===== src/rtl/store_commit_buffer.sv =====
// Store commit buffer: collects retired stores in a FIFO and drains them one at a time to the
// dcache write port, returning a completion packet with the store queue slot for each write.
module store_commit_buffer #(
    parameter int unsigned N_WAY = 2,
    parameter int unsigned DEPTH = 8,
    parameter int unsigned N_SQ  = 8,
    parameter int unsigned XLEN  = 32
) (
    input  logic                                clock,
    input  logic                                reset,
    input  logic [N_WAY-1:0]                    ret_valid,
    input  logic [N_WAY*XLEN-1:0]               ret_addr,
    input  logic [N_WAY*XLEN-1:0]               ret_data,
    input  logic [N_WAY*2-1:0]                  ret_size,
    input  logic [N_WAY*($clog2(N_SQ)+1)-1:0]   ret_store_pos,
    output logic [$clog2(DEPTH):0]              free_slots,
    output logic                                dc_req_valid,
    output logic [XLEN-1:0]                     dc_req_addr,
    output logic [XLEN-1:0]                     dc_req_data,
    output logic [3:0]                          dc_req_be,
    input  logic                                dc_req_ready,
    input  logic                                dc_wr_done,
    output logic                                cmp_valid,
    output logic [$clog2(N_SQ):0]               cmp_store_pos,
    output logic                                busy
);
    localparam int unsigned PW = $clog2(N_SQ) + 1;
    localparam int unsigned AW = $clog2(DEPTH);
    localparam int unsigned CW = AW + 1;

    typedef enum logic [1:0] {StIdle, StIssue, StWait, StDone} state_e;

    state_e state_q, state_d;
    logic [AW-1:0] head_q, tail_q;
    logic [CW-1:0] free_q, free_d;
    logic [CW-1:0] count_q;
    logic [CW-1:0] push_cnt;
    logic          pop;
    logic          empty;

    logic [XLEN-1:0] mem_addr [DEPTH];
    logic [XLEN-1:0] mem_data [DEPTH];
    logic [1:0]      mem_size [DEPTH];
    logic [PW-1:0]   mem_pos  [DEPTH];

    logic [N_WAY-1:0] lane_we;
    logic [AW-1:0]    lane_idx [N_WAY];

    logic [XLEN-1:0] t_addr, t_data, lane_data;
    logic [1:0]      t_size, off;
    logic [3:0]      lane_be;

    // Valid lanes take consecutive slots from head; lanes beyond the free count are dropped.
    always_comb begin
        push_cnt = '0;
        for (int i = 0; i < N_WAY; i++) begin
            lane_we[i]  = 1'b0;
            lane_idx[i] = head_q + push_cnt[AW-1:0];
            if (ret_valid[i] && (push_cnt < free_q)) begin
                lane_we[i] = 1'b1;
                push_cnt   = push_cnt + CW'(1);
            end
        end
    end

    assign pop     = (state_q == StDone);
    assign empty   = (free_q == CW'(DEPTH));
    assign count_q = CW'(DEPTH) - free_q;
    assign free_d  = free_q - push_cnt + CW'(pop);

    always_ff @(posedge clock) begin
        if (reset) begin
            state_q <= StIdle;
            head_q  <= '0;
            tail_q  <= '0;
            free_q  <= CW'(DEPTH);
        end else begin
            state_q <= state_d;
            head_q  <= head_q + push_cnt[AW-1:0];
            tail_q  <= tail_q + AW'(pop);
            free_q  <= free_d;
        end
    end

    always_ff @(posedge clock) begin
        for (int i = 0; i < N_WAY; i++) begin
            if (lane_we[i]) begin
                mem_addr[lane_idx[i]] <= ret_addr[i*XLEN +: XLEN];
                mem_data[lane_idx[i]] <= ret_data[i*XLEN +: XLEN];
                mem_size[lane_idx[i]] <= ret_size[i*2 +: 2];
                mem_pos[lane_idx[i]]  <= ret_store_pos[i*PW +: PW];
            end
        end
    end

    always_comb begin
        state_d = state_q;
        unique case (state_q)
            StIdle:  if (!empty || (push_cnt != '0)) state_d = StIssue;
            StIssue: if (dc_req_ready) state_d = StWait;
            StWait:  if (dc_wr_done) state_d = StDone;
            // Entries left after popping the tail, counting any store pushed this cycle.
            StDone:  state_d = ((count_q + push_cnt) > CW'(1)) ? StIssue : StIdle;
            default: state_d = StIdle;
        endcase
    end

    assign t_addr = mem_addr[tail_q];
    assign t_data = mem_data[tail_q];
    assign t_size = mem_size[tail_q];
    assign off    = t_addr[1:0];

    always_comb begin
        lane_be   = 4'b1111;
        lane_data = t_data;
        case (t_size)
            2'd0: begin
                lane_be   = 4'b0001 << off;
                lane_data = {4{t_data[7:0]}};
            end
            2'd1: begin
                lane_be   = 4'b0011 << {off[1], 1'b0};
                lane_data = {2{t_data[15:0]}};
            end
            default: begin
                lane_be   = 4'b1111;
                lane_data = t_data;
            end
        endcase
    end

    always_comb begin
        dc_req_valid  = 1'b0;
        dc_req_addr   = '0;
        dc_req_data   = '0;
        dc_req_be     = '0;
        cmp_valid     = 1'b0;
        cmp_store_pos = '0;
        unique case (state_q)
            StIssue: begin
                dc_req_valid = 1'b1;
                dc_req_addr  = {t_addr[XLEN-1:2], 2'b00};
                dc_req_data  = lane_data;
                dc_req_be    = lane_be;
            end
            StDone: begin
                cmp_valid     = 1'b1;
                cmp_store_pos = mem_pos[tail_q];
            end
            default: ;
        endcase
    end

    assign free_slots = free_q;
    assign busy       = !empty || (state_q != StIdle);

    overflow_a: assert property (@(posedge clock) disable iff (reset)
        $countones(ret_valid) <= int'(free_q));

endmodule


===== config.mk =====
export PLATFORM = sky130hd
export DESIGN_NAME = store_commit_buffer
export DESIGN_NICKNAME = d
export VERILOG_FILES = /design/src/rtl/store_commit_buffer.sv
export SDC_FILE = /design/constraint.sdc
export NUM_CORES = 1
export LEC_CHECK = 0
export CAP_MARGIN = 20
export CORE_MARGIN = 2
export CORE_UTILIZATION = 48
export CTS_CLUSTER_SIZE = 10
export DETAILED_ROUTE_END_ITERATION = 12
export DONT_BUFFER_PORTS = 1
export PLACE_DENSITY_LB_ADDON = 0.08
export SLEW_MARGIN = 20
export SYNTH_ARGS = -nofsm -noshare
export SYNTH_HDL_FRONTEND = slang
export SYNTH_SLANG_ARGS = --single-unit
export TNS_END_PERCENT = 1

===== constraint.sdc =====
create_clock -name clock -period 10.7 [get_ports clock]
set_clock_uncertainty 0.2 [all_clocks]
set_input_delay 1.605 -clock clock [delete_from_list [all_inputs] [get_ports clock]]
set_output_delay 1.605 -clock clock [all_outputs]
set_load 0.02 [all_outputs]

==> impl_metrics.ini <==
[sta]
setup_viol = 0
final.min_clock_period_ps = 6420
finalHoldViolCount = 0
setup_tns_ps = 0
drv_slew = 0
period_share_pct = 60.0
max_freq_mhz = 156
rsz0062_at_grt = false
relSlewSlack_pct = 22.2
worstMarginPinSlew_ps = 1170

[clock_network]
clockBufferDepth = 3
cts_tree = built
cts_root_buf = clkbuf_16
insertion_delay_ps = 600
cts_buffers = 69
post_cts_buffers = 0
cts-resized-gates = 0
cts_sinks = 572
clkTransAtPathRegs_ps = 50
htree_num_levels = 3
cts_hold_buf = 0

[logic_synthesis]
synth.ff_latch_count = 572
synth_edf_count = 560
synth_xor_area_share_pct = 0.240
synth-compound-area-share_pct = 2.27
synthesis.area_um2 = 29200
synth_warnings = 0
synth_top_family_by_area = multiplexers
post_synth.cell_area_avg_um2 = 16.7
synth.mux.area_fraction_pct = 32.8
synthArstFlopShare_pct = 0
synth_ff_type = edfxtp_1
synth_cells = 1750
synthAdderAreaFrac_pct = 1.06
synth.yosys.seq_area_share_pct = 58.5
yosys.area_share.simple_pct = 2.78
synth_cell_type_count = 51

[worst_setup_path]
crit_fanout = 62
path_class = reg2out
crit_slowest_cell = buf_4
cp_data_arrival_time_ps = 4620
cpPeakStageDelay_ps = 870
path_cells = buf_4 -> mux2i_1 -> a22oi_1 -> nand4_1 -> inv_1 -> a211oi_1 -> a311oi_1
setup.worst_path.start_class = register
cp.required_ps = 8900
crit_path_end_kind = output port

[floorplanning]
start_util_pct = 48.4
dieWidth_um = 251
row_count = 90
dieArea_um2 = 62800
die_h_um = 251
coreArea_um2 = 60200
io_pins = 225

[min_path]
hold_class = reg2reg

[finish]
area_growth_pct = 9.67
antenna_cells = 0
final_cell_mix = 560 x edfxtp_1, 535 x mux2_2, 130 x nand2_1, 130 x mux4_2, 72 x clkbuf_16
drive_above_1_share_pct = 45.4
nFillCells = 4903
nets = 1912
final_common_cell = edfxtp_1

[power]
pwr_density_cell_nw_per_um2 = 247
ir_worst_vdd_mv = 0.160
p_leak_nw = 10.3
power.total_mw = 7.89

[route]
ant_nets = 0
drc_errors = 0
first_pass_iters = 5
wl_um = 81700
drt-initial-drc-count = 1342
post_drt_via_cell_ratio = 6.34
wl_per_cell_um = 31.9
vias = 16200

[job]
maxCapViolCount = 0

[global_routing]
grt_overflow_total = 0
grtUsageTotal_pct = 26.3
grt_pass1_wl_um = 120000
antenna_found_initial = 1
grt_pass1_vias = 17200
grt_max_degree = 63

[placement]
io_buffers = 0
gp_congestion = 0.821
place_hpwl_um = 46100

[run_status]
status = finished clean
logic make-up (layout without fill, tap and decap cells):
group | count (synthesis) | after routing
mux | 723 | 723
flops | 572 | 572
simple gates | 187 | 187
buf+inv | 136 | 164
compound gates | 99 | 99
fa+ha+maj | 24 | 24
xor+xnor | 8 | 8
other cells | 1 | 2
worst max-delay path: cells and delay by family (launching register included):
family / cells / cell delay (ps)
buffers and inverters: 2 / 1280
and+or+nand+nor: 1 / 430
muxes: 1 / 170
AOI/OAI and AO/OA: 3 / 1200
DFF: 1 / 820
per-layer routing:
metal / global-route usage [%] / vias up / share of wire, %
li1: - / 6978 / -
met1: 35.0 / 8599 / 42
met2: 43.3 / 547 / 49
met3: 6.58 / 99 / 7.5
met4: 7.00 / 2 / 1.9
met5: 0 / - / 0.015
state kept, by name (all words and copies together), names as in the netlist:
signal,cells
mem_size,16
state_q,2
mem_pos,32
head_q,3
mem_addr,256
tail_q,3
free_slots,4
mem_data,256
Yosys cell counts, types with 3 or more instances:
| library cell | number | share of area [%] |
|---|---|---|
| buf_1 | 9 | 0.12 |
| xnor2_1 | 4 | 0.12 |
| clkbuf_1 | 17 | 0.22 |
| nand4_1 | 5 | 0.11 |
| nand2_1 | 132 | 1.7 |
| a32oi_1 | 11 | 0.33 |
| edfxtp_1 | 560 | 58 |
| mux4_2 | 130 | 10 |
| nand2b_1 | 5 | 0.11 |
| nor2b_1 | 13 | 0.28 |
| mux2_2 | 535 | 21 |
| dfxtp_1 | 12 | 0.82 |
| o21ai_0 | 7 | 0.12 |
| o22ai_1 | 3 | 0.064 |
| nand3_1 | 4 | 0.069 |
| ha_1 | 23 | 0.99 |
| a21oi_1 | 43 | 0.74 |
| mux2i_1 | 31 | 1.1 |
| xor2_1 | 4 | 0.12 |
| o31ai_1 | 3 | 0.077 |
| buf_2 | 70 | 1.2 |
| buf_6 | 3 | 0.12 |
| a211oi_1 | 7 | 0.18 |
| mux2_1 | 26 | 1.0 |
| inv_1 | 21 | 0.27 |
| buf_4 | 15 | 0.39 |
| a22oi_1 | 5 | 0.13 |
| a311oi_1 | 7 | 0.21 |
| nor2_1 | 17 | 0.22 |
final cells by class:
type | instances | area [µm²] | share of cell area, %
clock buffer | 100 | 1910 | 5.96
clock inverter | 8 | 63.8 | 0.199
inverter | 22 | 83.8 | 0.262
multi-input combinational | 1043 | 11600 | 36.3
sequential | 572 | 17100 | 53.4
tap | 782 | 978 | 3.06
timing repair buffer | 34 | 275 | 0.861
worst paths after layout:
check                 from              end  slack [ps]  cells after the start
min             state_q[1]       state_q[1]         410                      2
min reg2reg     state_q[1]       state_q[1]         410                      2
max reg2reg  free_slots[2]  mem_addr[5][25]        5810                     13
max              tail_q[1]  dc_req_data[29]        4280                      7
power breakdown:
part | total [mW] | switching (mW) | internal (mW) | leakage (nW)
clock | 2.13 | 0.900 | 1.23 | 0.952
combinational | 2.42 | 1.52 | 0.899 | 4.12
sequential | 3.34 | 0.159 | 3.18 | 5.22
metrics by stage:
| stage | setup slack, ps | instances | hold slack [ps] | cell area [µm²] | utilization, % |
|---|---|---|---|---|---|
| after global placement | 4920 | 2452 | 347 | 30000 | 49.8 |
| after global routing | 4040 | 2561 | 436 | 32000 | 53.1 |
| final | 4280 | 2561 | 406 | 32000 | 53.1 |
| after CTS | 4250 | 2560 | 390 | 32000 | 53.0 |
| after floorplan | 2770 | 1751 | 330 | 29200 | - |
| after detailed placement | 4900 | 2452 | 386 | 30000 | 49.8 |
Note: power is estimated with default switching activity, not from simulation.
